<file path="src/rtl/memory_writer.sv">
// -----------------------------------------------------------------------------
// memory_writer
//
// Captures one packet from a valid/ready byte stream and stores it in a
// single-port SRAM through the SRAM write side. The memory image is:
//   address 0       : byte count N
//   addresses 1..N  : payload bytes in arrival order
// Each payload byte takes two cycles: one to accept it and one to write it.
// A packet ends on the byte flagged with 'last', or when MAX_LEN bytes have
// arrived. In that second case the packet is truncated and 'overflow' is set.
//
// Parameters
//   DATA_WIDTH : width of stream bytes and SRAM data word (default 8)
//   ADDR_WIDTH : SRAM address width; MAX_LEN = 2**ADDR_WIDTH-1
//
// Ports
//   clk      in   single clock; all state changes on the rising edge
//   resetn   in   asynchronous, active-low reset
//   start    in   level request to capture one packet
//   done     out  packet stored and count written (held until start drops)
//   data_in  in   stream byte
//   valid    in   data_in valid
//   last     in   final byte of the packet (sampled with valid && ready)
//   ready    out  writer can accept a byte this cycle
//   length   out  count word written to address 0, valid while done=1
//   overflow out  packet truncated at MAX_LEN
//   csb0     out  SRAM chip select, active low
//   web0     out  SRAM write enable, active low
//   addr0    out  SRAM address
//   din0     out  SRAM write data
//
// Build option
//   MEMORY_WRITER_MIN_LEN_EN : when defined, packets shorter than 4 bytes are
//   padded with 0x00 up to 4 bytes (one write plus one idle cycle per pad
//   byte) and the count word becomes 4.
// -----------------------------------------------------------------------------
module memory_writer #(
  parameter int DATA_WIDTH = 8,
  parameter int ADDR_WIDTH = 8
) (
  input  logic                  clk,
  input  logic                  resetn,
  input  logic                  start,
  output logic                  done,
  input  logic [DATA_WIDTH-1:0] data_in,
  input  logic                  valid,
  input  logic                  last,
  output logic                  ready,
  output logic [7:0]            length,
  output logic                  overflow,
  output logic                  csb0,
  output logic                  web0,
  output logic [ADDR_WIDTH-1:0] addr0,
  output logic [DATA_WIDTH-1:0] din0
);

  // Largest payload that still leaves address 0 free for the count word.
  localparam logic [ADDR_WIDTH-1:0] MAX_LEN = '1;

`ifdef MEMORY_WRITER_MIN_LEN_EN
  localparam logic [ADDR_WIDTH-1:0] MIN_LEN = ADDR_WIDTH'(4);

  typedef enum logic [2:0] {
    IDLE,
    RECV,
    WRITE,
    WRITE_COUNT,
    DONE,
    PAD
  } state_e;
`else
  typedef enum logic [2:0] {
    IDLE,
    RECV,
    WRITE,
    WRITE_COUNT,
    DONE
  } state_e;
`endif

  state_e                  state_q,    state_d;
  logic [ADDR_WIDTH-1:0]   counter_q,  counter_d;
  logic                    end_flag_q, end_flag_d;
  logic                    ready_q,    ready_d;
  logic                    done_q,     done_d;
  logic [7:0]              length_q,   length_d;
  logic                    overflow_q, overflow_d;
  logic                    csb0_q,     csb0_d;
  logic                    web0_q,     web0_d;
  logic [ADDR_WIDTH-1:0]   addr0_q,    addr0_d;
  logic [DATA_WIDTH-1:0]   din0_q,     din0_d;

  logic [ADDR_WIDTH-1:0]   counter_inc;

  // ---------------------------------------------------------------------------
  // Next-state and output logic
  // ---------------------------------------------------------------------------
  always_comb begin
    // NOTE: every signal gets a default before the case so no path leaves it
    // unassigned, which would otherwise infer a latch.
    state_d     = state_q;
    counter_d   = counter_q;
    end_flag_d  = end_flag_q;
    ready_d     = ready_q;
    done_d      = done_q;
    length_d    = length_q;
    overflow_d  = overflow_q;
    csb0_d      = csb0_q;
    web0_d      = web0_q;
    addr0_d     = addr0_q;
    din0_d      = din0_q;

    counter_inc = counter_q + 1'b1;

    unique case (state_q)
      IDLE: begin
        ready_d = 1'b0;
        csb0_d  = 1'b1;
        web0_d  = 1'b1;
        done_d  = 1'b0;
        // overflow from the previous packet stays visible until a new start.
        if (start) begin
          state_d    = RECV;
          counter_d  = '0;
          end_flag_d = 1'b0;
          ready_d    = 1'b1;
          overflow_d = 1'b0;
        end
      end

      RECV: begin
        // Without valid the state simply holds with ready high; a lone
        // 'last' is meaningless and ignored.
        if (valid && ready_q) begin
          csb0_d     = 1'b0;
          web0_d     = 1'b0;
          addr0_d    = counter_inc;
          din0_d     = data_in;
          counter_d  = counter_inc;
          ready_d    = 1'b0;
          end_flag_d = last || (counter_inc == MAX_LEN);
          // Reaching the size limit without 'last' means the packet is cut.
          overflow_d = (counter_inc == MAX_LEN) && !last;
          state_d    = WRITE;
        end
      end

      WRITE: begin
        // The SRAM samples the payload write at the edge closing this cycle.
        csb0_d = 1'b1;
        web0_d = 1'b1;
        if (!end_flag_q) begin
          ready_d = 1'b1;
          state_d = RECV;
        end
`ifdef MEMORY_WRITER_MIN_LEN_EN
        else if (counter_q < MIN_LEN) begin
          // Short packet: leave an idle cycle, then emit a pad byte.
          state_d = PAD;
        end
`endif
        else begin
          // Count word goes out on the very next cycle.
          csb0_d  = 1'b0;
          web0_d  = 1'b0;
          addr0_d = '0;
          din0_d  = DATA_WIDTH'(counter_q);
          state_d = WRITE_COUNT;
        end
      end

`ifdef MEMORY_WRITER_MIN_LEN_EN
      PAD: begin
        // One zero byte per visit; WRITE then decides whether more are needed.
        csb0_d    = 1'b0;
        web0_d    = 1'b0;
        addr0_d   = counter_inc;
        din0_d    = '0;
        counter_d = counter_inc;
        state_d   = WRITE;
      end
`endif

      WRITE_COUNT: begin
        csb0_d   = 1'b1;
        web0_d   = 1'b1;
        done_d   = 1'b1;
        length_d = 8'(counter_q);
        state_d  = DONE;
      end

      DONE: begin
        // Stay here while start is still high so one request means one packet.
        if (!start) begin
          done_d  = 1'b0;
          state_d = IDLE;
        end
      end

      default: begin
        ready_d = 1'b0;
        csb0_d  = 1'b1;
        web0_d  = 1'b1;
        done_d  = 1'b0;
        state_d = IDLE;
      end
    endcase
  end

  // ---------------------------------------------------------------------------
  // State registers
  // ---------------------------------------------------------------------------
  always_ff @(posedge clk or negedge resetn) begin
    if (!resetn) begin
      state_q    <= IDLE;
      counter_q  <= '0;
      end_flag_q <= 1'b0;
      ready_q    <= 1'b0;
      done_q     <= 1'b0;
      length_q   <= '0;
      overflow_q <= 1'b0;
      csb0_q     <= 1'b1;
      web0_q     <= 1'b1;
      addr0_q    <= '0;
      din0_q     <= '0;
    end else begin
      // NOTE: non-blocking assignments here so every register updates from the
      // values present before the edge, independent of statement order.
      state_q    <= state_d;
      counter_q  <= counter_d;
      end_flag_q <= end_flag_d;
      ready_q    <= ready_d;
      done_q     <= done_d;
      length_q   <= length_d;
      overflow_q <= overflow_d;
      csb0_q     <= csb0_d;
      web0_q     <= web0_d;
      addr0_q    <= addr0_d;
      din0_q     <= din0_d;
    end
  end

  assign done     = done_q;
  assign ready    = ready_q;
  assign length   = length_q;
  assign overflow = overflow_q;
  assign csb0     = csb0_q;
  assign web0     = web0_q;
  assign addr0    = addr0_q;
  assign din0     = din0_q;

endmodule

</file>
<file path="config.mk">
export PLATFORM = sky130hd
export DESIGN_NAME = memory_writer
export DESIGN_NICKNAME = d
export VERILOG_FILES = /design/src/rtl/memory_writer.sv
export SDC_FILE = /design/constraint.sdc
export NUM_CORES = 1
export LEC_CHECK = 0
export CAP_MARGIN = 20
export CORE_ASPECT_RATIO = 1.5
export CORE_MARGIN = 4
export CORE_UTILIZATION = 39
export DETAILED_ROUTE_END_ITERATION = 12
export HOLD_SLACK_MARGIN = 0.1
export PLACE_DENSITY = 0.67
export SLEW_MARGIN = 15
export SYNTH_ARGS = -nofsm -noshare
export SYNTH_HDL_FRONTEND = slang
export SYNTH_SLANG_ARGS = --single-unit
</file>
<file path="constraint.sdc">
create_clock -name clk -period 3.8 [get_ports clk]
set_input_delay 0.76 -clock clk [delete_from_list [all_inputs] [get_ports clk]]
set_output_delay 0.76 -clock clk [all_outputs]
set_load 0.02 [all_outputs]
</file>
==> metrics.csv <==
stage;metric;value;unit
pwr;peakVddDrop;0.2367;mV
timing;rsz0062_at_grt;no;
cts;post_cts_buffers;0;
cts;clk_path_buf_depth;2;
placed_design;portBuffers;41;
critical_path;worst_setup_path_start_kind;register;
cts;root_buffer;clkbuf_8;
job;cap_violations;0;
layout;final_cell_mix;clkdlybuf4s50_1 (40), dfrtp_1 (39), nand2_1 (29);
global_routing;grt_overflow_total;0;
cts;clk_latency;300;ps
layout;drive_above_1_share;8.261;%
synthesis;ys.flop_type;dfrtp_1;
global_routing;antenna_found_initial;0;
critical_path;cp_num_buf_inv;1;
critical_path;cp.depth;1;
timing;finClkSkew;7.107;ps
synthesis;yosys-top-cells-area;dfrtp_1 (51%), o21ai_0 (6.8%), nand2_1 (5.7%);
critical_path;worst-r2r-setup-slack;1990;ps
floorplan;dieArea;6149;um2
synthesis;ys_ff_latch;40;
critical_path;cp_slowest_stage_delay;610;ps
synthesis;synth_nets;208;
timing;slew_headroom;40.41;%
timing;finalSetupViolCount;0;
synthesis;synth_cell_type_count;40;
cts;hold_buffers;0;
synthesis;async_flop_share;100.0;%
pwr;p_per_area;632.3;nW/um2
synthesis;avgSynthCellArea;9.977;um2
status;status;completed;
synthesis;syn_area;1926;um2
layout;fillers;480;
cts;cts.clk_slew.worst_paths;80;ps
synthesis;yosysTopAreaCellShare;50.68;%
layout;final_common_cell;clkdlybuf4s50_1;
timing;max_freq;452.2;MHz
routing;first_iter_violations;68;
synthesis;yosysWarnings;0;
cts;cts_resized;0;
timing;setup_tns;0;ps
pwr;leakagePower;1.072;nW
synthesis;synth_area_leader_cell;dfrtp_1;
layout;antennaDiodeCount;0;
global_routing;grt_usage;14.98;%
routing;viasPerCell;5.064;
critical_path;endpoint;csb0;
critical_path;reg2reg_to;end_flag_q$_DFFE_PN0P_;
critical_path;worstPathMaxFanout;4;
critical_path;endpoint_kind;primary output;
routing;drc;0;
timing;worst_pin_slew;893.9;ps
routing;wl_per_cell;14.25;um
placed_design;hpwlAfterDp;3.018;mm
layout;nNetsFinal;244;
floorplan;core.rowCount;31;
layout;final_cells;296;
routing;finalWirelength;4.217;mm
min_path;hp-class;reg -> reg;
critical_path;path_cells;clkdlybuf4s50_1;
timing;period_needed;2211;ps
routing;dr.pass1.iters;4;
floorplan;die_h;94.06;um
critical_path;timing.rr.start;counter_q[0]$_DFFE_PN0P_;
floorplan;core;4810;um2
timing;hold_violations;0;
cts;cts_sinks;40;
cts;h-tree-depth;2;
timing;slew_violations;0;
layout;syn_to_final_growth;27.62;%
synthesis;synth_cells;193;
floorplan;fp.dieW;65.37;um
critical_path;crit_start;web0$_DFFE_PN1P_;
synthesis;synth-edff-count;0;
routing;via_count;1499;
timing;fin_crit_sh;58.19;%
floorplan;boundaryPins;42;
critical_path;setup.worst_path.class;reg -> out;
critical_path;cp.arrival;1450;ps
placed_design;gp_congestion;0.8773;
synthesis;synth_seq_area_share;52.05;%
global_routing;grt_pass1_vias;1430;
global_routing;grt_pass1_wl;7.107;mm
critical_path;cp.required;3040;ps
critical_path;r2r_cells;5;
cts;numCtsBuffers;5;
cts;cts_tree;done;
critical_path;cpMaxStageDelayCell;clkdlybuf4s50_1;
floorplan;initial_utilization;40.04;%
global_routing;grt_max_degree;41;
placed_design;dp_cells;288;
critical_path;cpLargestDelayFamily;buffers and inverters;
routing;ant_nets;0;
## synthesized netlist by cell type, types with 4 or more instances
cell type and instances:
dfrtp_1 39, nand2_1 29, o21ai_0 26, mux2i_1 8
nor2_1 8, a21oi_1 7, inv_1 7, a21o_1 6
buf_2 5, mux2_2 5, nand3_1 5, buf_4 4
xnor2_1 4
## through the flow
step	instance area [um2]	util (%)	setup slack [ps]	power, mW	hold slack (ps)
global placement	2350	48.86	1374	1.220	458.3
finish	2457	51.09	1589	1.554	479.1
CTS	2457	51.09	1567	1.574	483.3
global route	2457	51.09	1534	1.661	517.6
detailed placement	2350	48.86	1372	1.229	465.4
floorplan	1926	-	2109	0.9850	444.8
## logic make-up after synthesis
logic type	after synthesis	share of synthesized area [%]
simple gates	59	15.14
compound gates	54	17.02
fa+ha+maj	3	1.819
xor+xnor	4	1.819
buf+inv	20	5.068
flops	40	52.05
mux	13	7.082
## worst min path at each step
stage | to | slack (ps) | startpoint | cells after the start
2_1_floorplan | web0$_DFFE_PN1P_ | 440 | end_flag_q$_DFFE_PN0P_ | 1
3_5_place_dp | addr0[7]$_DFFE_PN0P_ | 470 | addr0[7]$_DFFE_PN0P_ | 1
3_3_place_gp | addr0[7]$_DFFE_PN0P_ | 460 | addr0[7]$_DFFE_PN0P_ | 1
5_1_grt | addr0[7]$_DFFE_PN0P_ | 520 | addr0[7]$_DFFE_PN0P_ | 1
4_1_cts | addr0[7]$_DFFE_PN0P_ | 480 | addr0[7]$_DFFE_PN0P_ | 1
6_report | addr0[7]$_DFFE_PN0P_ | 480 | addr0[7]$_DFFE_PN0P_ | 1
## where the power goes
part,switching (mW),internal (mW),leakage (nW)
sequential,0.126,0.533,0.531
combinational,0.292,0.262,0.485
clock,0.146,0.195,0.0552
## worst reg2reg max path, cell delays in order (launching register included)
cell	delay (ps)
dfrtp_1	540
ha_1	320
nand2_1	70
a2111oi_0	400
a211oi_1	120
o31ai_1	260
## per-layer routing
| metal | up-vias | share of wire [%] | track usage (%) |
|---|---|---|---|
| met5 | - | 0 | 0 |
| met4 | 0 | 1.7 | 5.709 |
| met3 | 6 | 3.7 | 2.994 |
| met2 | 34 | 50 | 24.09 |
| met1 | 716 | 45 | 19.71 |
| li1 | 743 | - | - |
## sequential cells by signal, summed over array words and instances, names as in the netlist
register and flops:
ready 1, web0 1, end_flag_q 1, din0 8
done 1, overflow 1, length 8, state_q 3
counter_q 8, addr0 8
## area by class of cell
type	instances	area, um2	share of cell area, %
Tap cell	66	82.58	3.360
Clock inverter	2	35.03	1.426
Sequential cell	40	1002	40.78
Inverter	7	26.28	1.069
Clock buffer	6	72.57	2.953
Timing Repair Buffer	42	412.9	16.80
Multi-Input combinational cell	133	825.8	33.60
No activity file was read; power rests on OpenSTA's default activity.
